[src/rtl/stopwatch_display_scan.sv]
// Scans the four stopwatch BCD digits (M.SS.t) onto an 8-anode 7-segment display.
// Digits are snapshotted per frame; all digits blink while the limit flag is held.
module stopwatch_display_scan #(
    parameter int REFRESH_DIV  = 100000,
    parameter int BLINK_FRAMES = 125
) (
    input  logic       CLK,
    input  logic       SCLR_N,
    input  logic [3:0] TENTHS,
    input  logic [3:0] SECONDS,
    input  logic [3:0] TENS_SECONDS,
    input  logic [3:0] MINUTES,
    input  logic       LIMIT,
    input  logic       BLANK_LZ,
    output logic [6:0] CATHODES,
    output logic       DP_N,
    output logic [7:0] ANODES
);

    localparam int PW = $clog2(REFRESH_DIV);
    localparam int FW = (BLINK_FRAMES > 1) ? $clog2(BLINK_FRAMES) : 1;
    localparam logic [PW-1:0] PRESC_MAX = PW'(REFRESH_DIV - 1);
    localparam logic [FW-1:0] FRAME_MAX = FW'(BLINK_FRAMES - 1);

    typedef struct packed {
        logic       limit;
        logic [3:0] m;
        logic [3:0] ts;
        logic [3:0] s;
        logic [3:0] t;
    } snap_t;

    logic [PW-1:0] presc;
    logic [1:0]    idx;
    logic [FW-1:0] frame_cnt;
    logic          blink_phase;
    snap_t         snap;
    snap_t         snap_nxt;
    logic          slot_tick;
    logic          frame_tick;
    logic          snap_load;
    logic          blank;
    logic [3:0]    digit;
    logic [6:0]    seg;

    always_comb begin
        slot_tick  = (presc == PRESC_MAX);
        frame_tick = slot_tick && (idx == 2'd3);
        snap_load  = (presc == '0) && (idx == 2'd0);
        // The loading cycle already displays the new frame's values.
        snap_nxt   = snap_load ?
            {LIMIT, MINUTES, TENS_SECONDS, SECONDS, TENTHS} : snap;
        case (idx)
            2'd0:    digit = snap_nxt.t;
            2'd1:    digit = snap_nxt.s;
            2'd2:    digit = snap_nxt.ts;
            default: digit = snap_nxt.m;
        endcase
        case (digit)
            4'd0:    seg = 7'h40;
            4'd1:    seg = 7'h79;
            4'd2:    seg = 7'h24;
            4'd3:    seg = 7'h30;
            4'd4:    seg = 7'h19;
            4'd5:    seg = 7'h12;
            4'd6:    seg = 7'h02;
            4'd7:    seg = 7'h78;
            4'd8:    seg = 7'h00;
            4'd9:    seg = 7'h10;
            default: seg = 7'h3F;
        endcase
        blank = (snap_nxt.limit && blink_phase) ||
                ((idx == 2'd3) && BLANK_LZ && (snap_nxt.m == 4'd0));
    end

    always_ff @(posedge CLK) begin
        if (!SCLR_N) begin
            presc       <= '0;
            idx         <= '0;
            frame_cnt   <= '0;
            blink_phase <= 1'b0;
            snap        <= '0;
            ANODES      <= 8'hFF;
            CATHODES    <= 7'h7F;
            DP_N        <= 1'b1;
        end else begin
            presc <= slot_tick ? '0 : presc + 1'b1;
            if (slot_tick)
                idx <= idx + 2'd1;
            if (frame_tick) begin
                if (frame_cnt == FRAME_MAX) begin
                    frame_cnt   <= '0;
                    blink_phase <= ~blink_phase;
                end else begin
                    frame_cnt <= frame_cnt + 1'b1;
                end
            end
            snap <= snap_nxt;
            if (blank) begin
                ANODES   <= 8'hFF;
                CATHODES <= 7'h7F;
                DP_N     <= 1'b1;
            end else begin
                ANODES   <= ~(8'b1 << idx);
                CATHODES <= seg;
                DP_N     <= ~idx[0];
            end
        end
    end

endmodule
[config.mk]
export PLATFORM = sky130hd
export DESIGN_NAME = stopwatch_display_scan
export DESIGN_NICKNAME = d
export VERILOG_FILES = /design/src/rtl/stopwatch_display_scan.sv
export SDC_FILE = /design/constraint.sdc
export NUM_CORES = 1
export LEC_CHECK = 0
export ABC_AREA = 1
export CAP_MARGIN = 20
export CELL_PAD_IN_SITES_DETAIL_PLACEMENT = 0
export CELL_PAD_IN_SITES_GLOBAL_PLACEMENT = 1
export CORE_MARGIN = 1.5
export CORE_UTILIZATION = 45
export CTS_BUF_LIST = sky130_fd_sc_hd__clkbuf_2 sky130_fd_sc_hd__clkbuf_4 sky130_fd_sc_hd__clkbuf_8
export CTS_CLUSTER_DIAMETER = 50
export DETAILED_ROUTE_END_ITERATION = 8
export PLACE_DENSITY_LB_ADDON = 0.12
export SKIP_CTS_REPAIR_TIMING = 1
export SLEW_MARGIN = 20
export SYNTH_ARGS = -nofsm -noshare
export SYNTH_HDL_FRONTEND = slang
export SYNTH_SLANG_ARGS = --single-unit
[constraint.sdc]
create_clock -name CLK -period 7.53 [get_ports CLK]
set_input_delay 1.1295 -clock CLK [delete_from_list [all_inputs] [get_ports CLK]]
set_output_delay 1.1295 -clock CLK [all_outputs]
set_load 0.01 [all_outputs]
==> out/qor.csv, run 1 <==
stage,metric,value,unit
run_status,status,finished clean,
setup_path,crit path max fanout,15,
floorplan,Starting Density,46.4,%
synthesis,multiplexer share of the synthesized area,0,%
cells_and_area,layout cells sized above 1,7.31,%
route,Detail Route Antenna Nets,0,
global_route,Total GRT Usage,18.0,%
setup_path,Required @ worst endpoint,7.75,ns
pwr,Pwr Total,618,uW
synthesis,Synth Area in Compound Gates,6.37,%
cells_and_area,# fillers,621,
timing,unrepaired setup endpoints after global routing,false,
timing,skew final,0.0121,ns
timing,Relative slew margins,55.0,%
setup_path,crit path buf inv count,3,
cells_and_area,Ant. Diodes,0,
cells_and_area,most frequent cells in the layout,"nand2_1 (82), inv_1 (57), dfxtp_1 (56), nor2_1 (53), nand3_1 (40)",
synthesis,post-synth top area cell,dfxtp_1,
synthesis,Synth Warn #,0,
cts,Clock Sinks,56,
floorplan,io pins,36,
setup_path,Worst setup SP type,flip-flop,
setup_path,Crit path depth,16,
setup_path,origin of the critical flop-to-flop path,idx[0]$_SDFFE_PN0N_,
global_route,largest net degree at the start of global routing,20,
place,RePlAce Congestion,0.854,
timing,fmax,0.332,GHz
route,DRT iter0 DRCs,89,
setup_path,crit-path cells,"inv_1, ha_1, inv_2, nor2_1, nand2_1, nor2_8, nand3_4, nand2_1, a21boi_2, nand2_1, o21ai_0, inv_1, ha_1, nand3b_1, nand3_1, nand2_1",
setup_path,Setup crit end kind,flip-flop,
setup_path,worst r2r dst,CATHODES[6]$_SDFF_PP1_,
route,Vias/cell,4.86,
synthesis,largest family of logic cells by synthesized area,simple AND/OR/NAND/NOR gates,
cts,CTS Buf Count,5,
synthesis,Synth Area in Simple Gates,37.4,%
place,buffers added on ports,31,
synthesis,synthesis-stage register bit count,56,
timing,min Tclk post-route,3.02,ns
route,DR pass1 iterations,4,
global_route,GRT overflow,0,
synthesis,Adder-Cell Fraction of Synth Area,6.37,%
cts,H-Tree Depth,2,
floorplan,die area,7040,um^2
cells_and_area,register area,1120,um^2
synthesis,Gate Count Post-Synth,406,
place,dpl hpwl,4.46,mm
setup_path,Worst Setup SP,idx[0]$_SDFFE_PN0N_,
setup_path,reg2reg setup slack,4.51,ns
cells_and_area,footprint of the multi-input gates,1520,um^2
cts,TritonCTS clock tree,yes,
route,vias,2504,
setup_path,Crit path arrival time,3.23,ns
pwr,Worst VDD drop,0.130,mV
global_route,first-pass GRT wire length,10.5,mm
min_path,Hold Path End,presc[0]$_SDFF_PP0_,
cts,CTS Buffer Depth,2,
timing,Fin. Hold Viols,0,
route,Routed wire per std cell,11.4,um
timing,"Slew Viols, Final",0,
synthesis,Synth area leaders,"dfxtp_1 (38%), nand2_1 (10%), inv_1 (7.3%)",
cells_and_area,"most common cell after layout, fill and taps aside",nand2_1,
synthesis,XOR/XNOR share of the synthesized area,0.892,%
setup_path,CP top delay family,simple AND/OR/NAND/NOR gates,
min_path,hold path startpoint,presc[0]$_SDFF_PP0_,
cells_and_area,nets@finish,472,
global_route,initial antenna violation count,0,
synthesis,Yosys cell types,39,
synthesis,cell area after synthesis,2940,um^2
floorplan,Die Wd,83.9,um
floorplan,Site Rows,29,
timing,Final period util,40.1,%
setup_path,most frequent CP cell,nand2_1,
global_route,vias in the first global route,2397,
route,DR DRC count,0,
cts,worst-skew pair later-pin latency,0.31,ns
cells_and_area,fin util,53.2,%
cells_and_area,P&R area growth vs syn,14.8,%
floorplan,core area,6350,um^2
cts,Clock Root Buffer,clkbuf_8,
route,final wirelength,5.89,mm
timing,final setup violation count,0,
cts,"Reg clk slew, reported paths",0.11,ns
timing,Sum Neg Setup Slack,0,ns
min_path,WHS Path Cells,1,
synthesis,sequential area share after synthesis,38.1,%
setup_path,CP max stage cell,dfxtp_1,
synthesis,Yosys top cell area share,38.1,%
setup_path,Critical Path Max Stage Delay,0.37,ns
synthesis,Mean Syn Cell Area,7.25,um^2
timing,Worst-Margin Slew,0.668,ns
job,max-capacitance violation count,0,
setup_path,number of cells on the worst reg-to-reg path,16,
setup_path,CP Class,reg -> reg,
min_path,Min-Delay Path Class,reg -> reg,
pwr,PwrDens,183,nW/um^2
floorplan,die extent in y,83.9,um
pwr,leakage power,0.00151,uW
where the power goes:
part | leakage [uW] | total, uW | internal (uW) | switching (uW)
combinational | 0.00101 | 124 | 51.8 | 72.2
sequential | 0.000459 | 321 | 315 | 5.64
clock | 0.0000452 | 173 | 68.1 | 105
cells in the mapped netlist:
| master | count |
|---|---|
| a211oi_1 | 1 |
| a21boi_2 | 1 |
| a21oi_1 | 17 |
| buf_2 | 1 |
| buf_4 | 4 |
| buf_6 | 3 |
| clkbuf_1 | 2 |
| clkinv_1 | 1 |
| conb_1 | 1 |
| dfxtp_1 | 56 |
| ha_1 | 15 |
| inv_1 | 57 |
| inv_2 | 6 |
| nand2_1 | 82 |
| nand2_2 | 4 |
| nand2_4 | 1 |
| nand3_1 | 40 |
| nand3_4 | 1 |
| nand3b_1 | 2 |
| nand4_1 | 16 |
| nor2_1 | 53 |
| nor2_2 | 1 |
| nor2_4 | 2 |
| nor2_8 | 1 |
| nor3_1 | 4 |
| nor3_2 | 1 |
| nor3b_1 | 6 |
| nor4_1 | 5 |
| nor4_4 | 2 |
| o21a_1 | 1 |
| o21ai_0 | 7 |
| o21ai_1 | 1 |
| o21ai_2 | 2 |
| o21bai_1 | 1 |
| o21bai_2 | 1 |
| or2_0 | 2 |
| or2_1 | 1 |
| or2_4 | 1 |
| xor2_1 | 3 |
layout make-up:
class,instances,share of cell area (%)
clock inverter,3,0.740
clock buffer,5,2.04
timing repair buffer,31,9.18
inverter,64,7.11
multi-input combinational,279,44.9
tap,77,2.85
sequential,56,33.2
state kept, by name (all words and copies together) (netlist names):
name	flops
ANODES	4
CATHODES	7
DP_N	1
blink_phase	1
frame_cnt	7
idx	2
presc	17
snap	17
how the worst max path moves through the flow:
stage,end,slack (ns)
finish,CATHODES[6]$_SDFF_PP1_,4.51
global route,CATHODES[6]$_SDFF_PP1_,4.20
CTS,CATHODES[6]$_SDFF_PP1_,4.47
detailed placement,CATHODES[6]$_SDFF_PP1_,4.31
global placement,CATHODES[6]$_SDFF_PP1_,4.37
floorplan,CATHODES[6]$_SDFF_PP1_,5.06
worst register-to-register path: cells and delay by family, from the launching register on:
| family | cells | cell delay (ns) |
|---|---|---|
| buffers and inverters | 3 | 0.37 |
| AO/OA/AOI/OAI | 2 | 0.49 |
| adder cells (fa/ha/maj) | 2 | 0.59 |
| flip-flops | 1 | 0.37 |
| AND/OR/NAND/NOR | 9 | 1.10 |
logic make-up (layout without fill, tap and decap cells):
logic type	count (synthesis)	count (layout)
buffers and inverters	74	103
AO/OA/AOI/OAI	32	32
flip-flops	56	56
AND/OR/NAND/NOR	225	225
other	1	4
XOR/XNOR	3	3
adder cells (fa/ha/maj)	15	15
per-layer routing:
layer / vias up / track usage (%) / wire, um
met4: 0 / 5.37 / 71
met3: 7 / 2.77 / 185
met1: 1107 / 22.1 / 2780
li1: 1351 / - / -
met2: 39 / 32.3 / 2850
met5: - / 0 / 0
stage by stage:
step,worst slack [ns],cells,instance area (um^2),hold slack (ns)
2_1_floorplan,5.06,409,2960,0.414
3_3_place_gp,4.37,507,3290,0.444
3_5_place_dp,4.31,507,3290,0.452
4_1_cts,4.47,515,3380,0.477
5_1_grt,4.20,515,3380,0.489
6_report,4.51,515,3380,0.471
Note: power is estimated with default switching activity, not from simulation.
==> inputs of run 2 (changes only) <==
- CORE_UTILIZATION: 45 -> 42
- clock period: 7.53 -> 2.8 ns (I/O delays scaled with it)
==> out/qor.csv, run 2 (synthesized netlist as in run 1, its figures left out) <==
stage,metric,value,unit,change
min_path,Hold Path End,frame_cnt[5]$_SDFFE_PN0P_,,
route,DRT iter0 DRCs,83,,-6.7%
route,DR pass1 iterations,4,,unchanged
setup_path,CP Class,reg -> reg,,
setup_path,crit path buf inv count,3,,unchanged
route,Routed wire per std cell,11.4,um,-0.19%
timing,Relative slew margins,59.9,%,+4.9 points
timing,min Tclk post-route,2.52,ns,-0.498 ns
global_route,Total GRT Usage,17.7,%,-0.31 points
pwr,Worst VDD drop,0.254,mV,+95%
floorplan,Die Wd,86.7,um,+3.4%
setup_path,Setup crit end kind,flip-flop,,
timing,Final period util,89.9,%,+50 points
job,max-capacitance violation count,0,,unchanged
setup_path,worst r2r dst,CATHODES[3]$_SDFF_PP1_,,
min_path,hold path startpoint,frame_cnt[5]$_SDFFE_PN0P_,,
timing,fmax,0.397,GHz,+20%
cts,TritonCTS clock tree,yes,,
route,vias,2531,,+1.1%
route,Vias/cell,4.68,,-3.8%
cts,CTS Buf Count,5,,unchanged
place,Placement Cell Area,3330,um^2,+1.4%
global_route,GRT overflow,0,,unchanged
timing,unrepaired setup endpoints after global routing,false,,
cells_and_area,"most common cell after layout, fill and taps aside",nand2_1,,
timing,skew final,0.00731,ns,-0.00479 ns
route,final wirelength,6.18,mm,+4.9%
min_path,Min-Delay Path Class,reg -> reg,,
cells_and_area,P&R area growth vs syn,17.9,%,
cells_and_area,layout cells sized above 1,8.99,%,+1.7 points
cells_and_area,nets@finish,480,,+1.7%
global_route,first-pass GRT wire length,10.5,mm,+0.13%
setup_path,Critical Path Max Stage Delay,0.36,ns,about the same
floorplan,io pins,36,,unchanged
cts,H-Tree Depth,2,,unchanged
floorplan,die extent in y,86.7,um,+3.4%
timing,"Slew Viols, Final",0,,unchanged
cells_and_area,most frequent cells in the layout,"nand2_1 (82), inv_1 (57), dfxtp_1 (56), nor2_1 (53), nand3_1 (40)",,
place,buffers added on ports,31,,unchanged
place,dpl hpwl,4.63,mm,+3.7%
min_path,WHS Path Cells,2,,+1
pwr,PwrDens,486,nW/um^2,+170%
setup_path,crit-path cells,"inv_1, ha_1, inv_2, nor2_1, nand2_1, nor2_8, nand3_4, inv_2, nand2_1, nand2_1, nor2_1, o21bai_2, ha_1, nand3_1, nand3_1, nand3_1",,
setup_path,number of cells on the worst reg-to-reg path,16,,unchanged
floorplan,Site Rows,30,,+3.4%
cells_and_area,# fillers,716,,+15%
timing,Sum Neg Setup Slack,0,ns,unchanged
timing,Fin. Hold Viols,0,,unchanged
global_route,vias in the first global route,2335,,-2.6%
global_route,initial antenna violation count,0,,unchanged
setup_path,Required @ worst endpoint,2.99,ns,-4.76 ns
timing,Worst-Margin Slew,0.596,ns,-0.0723 ns
cells_and_area,fin area,3470,um^2,+2.7%
timing,final setup violation count,0,,unchanged
floorplan,Starting Density,43.3,%,-3.0 points
setup_path,origin of the critical flop-to-flop path,idx[0]$_SDFFE_PN0N_,,
route,DR DRC count,0,,unchanged
floorplan,core area,6790,um^2,+7.0%
run_status,status,finished clean,,
floorplan,die area,7520,um^2,+6.9%
cts,Clock Root Buffer,clkbuf_8,,
global_route,largest net degree at the start of global routing,19,,-5.0%
setup_path,crit path max fanout,10,,-5
cts,worst-skew pair later-pin latency,0.30,ns,about the same
cts,CTS Buffer Depth,2,,unchanged
setup_path,CP top delay family,simple AND/OR/NAND/NOR gates,,
route,Detail Route Antenna Nets,0,,unchanged
cts,"Reg clk slew, reported paths",0.09,ns,-0.02 ns
cells_and_area,Ant. Diodes,0,,unchanged
setup_path,Worst setup SP type,flip-flop,,
place,RePlAce Congestion,0.835,,-2.3%
cts,Clock Sinks,56,,unchanged
setup_path,Crit path arrival time,2.71,ns,-0.52 ns
cells_and_area,top flop regs,"presc (17), snap (17)",,
pwr,leakage power,0.00156,uW,+3.2%
setup_path,reg2reg setup slack,0.28,ns,-4.23 ns
setup_path,CP max stage cell,dfxtp_1,,
==> run 2: changes by cell type in the layout (fill, tap and decap cells not counted), sizes merged <==
cell	change
buf	+7
clkbuf	+2
clkinvlp	-1
nand3	+1
inv	-2
==> run 2: per-layer routing <==
layer | GRT usage (%) | routed length (um) | up-vias
li1 | - | - | 1368
met1 | 22.5 | 3010 | 1120
met2 | 29.9 | 2860 | 34
met3 | 4.19 | 211 | 9
met4 | 5.13 | 90 | 0
met5 | 0 | 0 | -
==> run 2: stage by stage <==
| stage | utilization, % | std cells | total power (uW) | hold WS (ns) | setup WS [ns] |
|---|---|---|---|---|---|
| floorplan | - | 409 | 1110 | 0.414 | 0.326 |
| finish | 51.1 | 541 | 1690 | 0.465 | 0.282 |
| CTS | 50.5 | 536 | 1690 | 0.467 | 0.0602 |
| global placement | 49.0 | 529 | 1210 | 0.443 | 0.142 |
| global route | 51.1 | 541 | 1800 | 0.488 | 0.00167 |
| detailed placement | 49.0 | 529 | 1220 | 0.452 | 0.0780 |
==> run 2: worst register-to-register path, stage by stage (launching register included) <==
cell,delay (ns)
dfxtp_1,0.36
inv_1,0.12
ha_1,0.21
inv_2,0.05
nor2_1,0.08
nand2_1,0.13
nor2_8,0.19
nand3_4,0.14
inv_2,0.13
nand2_1,0.08
nand2_1,0.09
nor2_1,0.05
o21bai_2,0.22
ha_1,0.30
nand3_1,0.10
nand3_1,0.11
nand3_1,0.06
==> run 2: layout make-up <==
cell class                 instances  area, um^2  share of cell area (%)
tap                               96         120                    3.46
sequential                        56        1120                    32.3
inverter                          64         240                    6.92
clock buffer                       7        96.3                    2.77
timing repair buffer              38         363                    10.5
multi-input combinational        280        1530                    44.1
==> run 2: report_power, final <==
group	total [uW]	internal, uW	leakage [uW]	switching, uW
clock network	471	221	0.0000503	250
registers	862	847	0.000459	14.8
logic	355	153	0.00105	202
==> run 2: how the worst max path moves through the flow <==
stage,startpoint,end,slack (ns),cells past startpoint
5_1_grt,idx[0]$_SDFFE_PN0N_,CATHODES[4]$_SDFF_PP1_,0.002,16
6_report,idx[0]$_SDFFE_PN0N_,CATHODES[3]$_SDFF_PP1_,0.28,16
2_1_floorplan,idx[0]$_SDFFE_PN0N_,CATHODES[6]$_SDFF_PP1_,0.33,17
4_1_cts,idx[0]$_SDFFE_PN0N_,CATHODES[6]$_SDFF_PP1_,0.06,16
3_5_place_dp,idx[0]$_SDFFE_PN0N_,CATHODES[6]$_SDFF_PP1_,0.08,16
3_3_place_gp,idx[0]$_SDFFE_PN0N_,CATHODES[6]$_SDFF_PP1_,0.14,16
==> inputs of run 3 (changes only) <==
- CAP_MARGIN: 20 -> 10
- CORE_ASPECT_RATIO: default -> 0.9
- GPL_ROUTABILITY_DRIVEN: default -> 1
==> out/qor.csv, run 3 (synthesized netlist as in run 1, its figures left out) <==
stage,metric,value,unit,change
run_status,status,finished clean,,
floorplan,die area,7520,um^2,about the same
global_route,initial antenna violation count,0,,unchanged
cells_and_area,Non-Filler Instances,537,,-0.74%
timing,Worst-Margin Slew,0.638,ns,+0.0422 ns
setup_path,crit path max fanout,9,,-1
pwr,Worst VDD drop,0.226,mV,-11%
floorplan,Starting Density,44.0,%,+0.66 points
cts,Clock Root Buffer,clkbuf_8,,
route,Detail Route Antenna Nets,0,,unchanged
global_route,largest net degree at the start of global routing,19,,unchanged
cells_and_area,layout cells sized above 1,9.62,%,+0.63 points
setup_path,CP top delay family,simple AND/OR/NAND/NOR gates,,
cts,CTS Buffer Depth,2,,unchanged
place,pre-CTS setup slack,0.0975,ns,+0.0195 ns
cts,CTS Buf Count,5,,unchanged
setup_path,crit path buf inv count,3,,unchanged
place,RePlAce Congestion,0.870,,+4.3%
min_path,Min-Delay Path Class,reg -> reg,,
setup_path,Crit path arrival time,2.73,ns,+0.02 ns
route,vias,2599,,+2.7%
floorplan,die extent in y,82.4,um,-5.0%
place,dpl hpwl,4.85,mm,+4.8%
timing,fmax,0.394,GHz,-0.72%
timing,worst setup margin,0.264,ns,-0.0181 ns
cells_and_area,most frequent cells in the layout,"nand2_1 (82), inv_1 (57), dfxtp_1 (56), nor2_1 (52), nand3_1 (40)",,
global_route,GRT overflow,0,,unchanged
timing,Final period util,90.6,%,+0.65 points
cts,H-Tree Depth,2,,unchanged
pwr,leakage power,0.00156,uW,+0.35%
global_route,first-pass GRT wire length,10.9,mm,+3.8%
cts,"Reg clk slew, reported paths",0.10,ns,about the same
setup_path,Critical Path Max Stage Delay,0.36,ns,about the same
timing,min Tclk post-route,2.54,ns,+0.0181 ns
timing,Sum Neg Setup Slack,0,ns,unchanged
timing,Relative slew margins,57.1,%,-2.8 points
global_route,Total GRT Usage,18.2,%,+0.54 points
cts,worst-skew pair later-pin latency,0.31,ns,about the same
cells_and_area,top flop regs,"presc (17), snap (17)",,
setup_path,Required @ worst endpoint,2.99,ns,about the same
timing,final setup violation count,0,,unchanged
setup_path,CP max stage cell,dfxtp_1,,
floorplan,io pins,36,,unchanged
setup_path,Worst setup SP type,flip-flop,,
route,DRT iter0 DRCs,75,,-9.6%
route,Vias/cell,4.84,,+3.5%
cells_and_area,"most common cell after layout, fill and taps aside",nand2_1,,
setup_path,CP Class,reg -> reg,,
floorplan,core area,6690,um^2,-1.5%
setup_path,Setup crit end kind,flip-flop,,
cts,Clock Sinks,56,,unchanged
cells_and_area,P&R area growth vs syn,18.4,%,
route,final wirelength,6.38,mm,+3.2%
floorplan,Site Rows,28,,-6.7%
cells_and_area,fin util,52.1,%,+1.0 points
place,Post-Place Cells,526,,-0.57%
global_route,vias in the first global route,2342,,+0.30%
job,max-capacitance violation count,0,,unchanged
timing,"Slew Viols, Final",0,,unchanged
setup_path,crit-path cells,"inv_1, ha_1, inv_2, nor2_1, nand2_1, nor2_8, nand3_4, inv_2, nand2_1, nand2_1, nor2_1, o21bai_2, ha_1, nand3_1, nand3_1, nand3_1",,
cells_and_area,nets@finish,481,,+0.21%
route,DR DRC count,0,,unchanged
cts,TritonCTS clock tree,yes,,
timing,unrepaired setup endpoints after global routing,false,,
place,buffers added on ports,31,,unchanged
route,Routed wire per std cell,11.9,um,+4.0%
cells_and_area,# fillers,665,,-7.1%
route,DR pass1 iterations,5,,+1
timing,Fin. Hold Viols,0,,unchanged
cells_and_area,Ant. Diodes,0,,unchanged
pwr,PwrDens,502,nW/um^2,+3.4%
floorplan,Die Wd,91.3,um,+5.2%
timing,skew final,0.00746,ns,+0.000147 ns
## run 3: changes by cell type in the layout (fill, tap and decap cells not counted), sizes merged
cell	before	now
buf	7	9
bufinv	0	1
clkbuf	7	5
clkinv	1	2
clkinvlp	0	1
nand3	42	41
## run 3: path summary, 6_finish.rpt
check | endpoint | from | cells past startpoint | slack, ns
max | CATHODES[3]$_SDFF_PP1_ | idx[0]$_SDFFE_PN0N_ | 16 | 0.26
min | frame_cnt[5]$_SDFFE_PN0P_ | frame_cnt[5]$_SDFFE_PN0P_ | 2 | 0.47
max reg2reg | CATHODES[3]$_SDFF_PP1_ | idx[0]$_SDFFE_PN0N_ | 16 | 0.26
min reg2reg | frame_cnt[5]$_SDFFE_PN0P_ | frame_cnt[5]$_SDFFE_PN0P_ | 2 | 0.47
## run 3: per-stage QoR
step	power, uW	area (um^2)	hold slack, ns
6_report	1750	3490	0.470
5_1_grt	1860	3490	0.491
4_1_cts	1770	3460	0.474
3_5_place_dp	1230	3350	0.454
3_3_place_gp	1230	3350	0.447
2_1_floorplan	1110	2960	0.414
## run 3: final cells by class
class / count / area [um^2] / share of cell area, %
Clock inverter: 3 / 42.5 / 1.22
Tap cell: 90 / 113 / 3.23
Inverter: 64 / 240 / 6.89
Sequential cell: 56 / 1120 / 32.1
Timing Repair Buffer: 40 / 378 / 10.8
Multi-Input combinational cell: 279 / 1520 / 43.7
Clock buffer: 5 / 68.8 / 1.97
## run 3: per-layer routing
layer,up-vias,GRT usage (%),wire length (um)
met2,49,29.0,2710
li1,1372,-,-
met1,1172,24.6,3300
met4,0,5.78,92
met3,6,4.30,276
met5,-,0,0
## run 3: power breakdown
group / total, uW / internal (uW) / switching, uW / leakage (uW)
registers: 862 / 847 / 15.1 / 0.000459
logic: 361 / 156 / 205 / 0.00105
clock network: 529 / 265 / 264 / 0.0000541
## run 3: worst register-to-register path: cells and delay by family (launching register included)
| family | cells | cell delay, ns |
|---|---|---|
| buffers and inverters | 3 | 0.31 |
| AND/OR/NAND/NOR | 10 | 1.02 |
| flip-flops | 1 | 0.36 |
| adder cells (fa/ha/maj) | 2 | 0.50 |
| AO/OA/AOI/OAI | 1 | 0.23 |
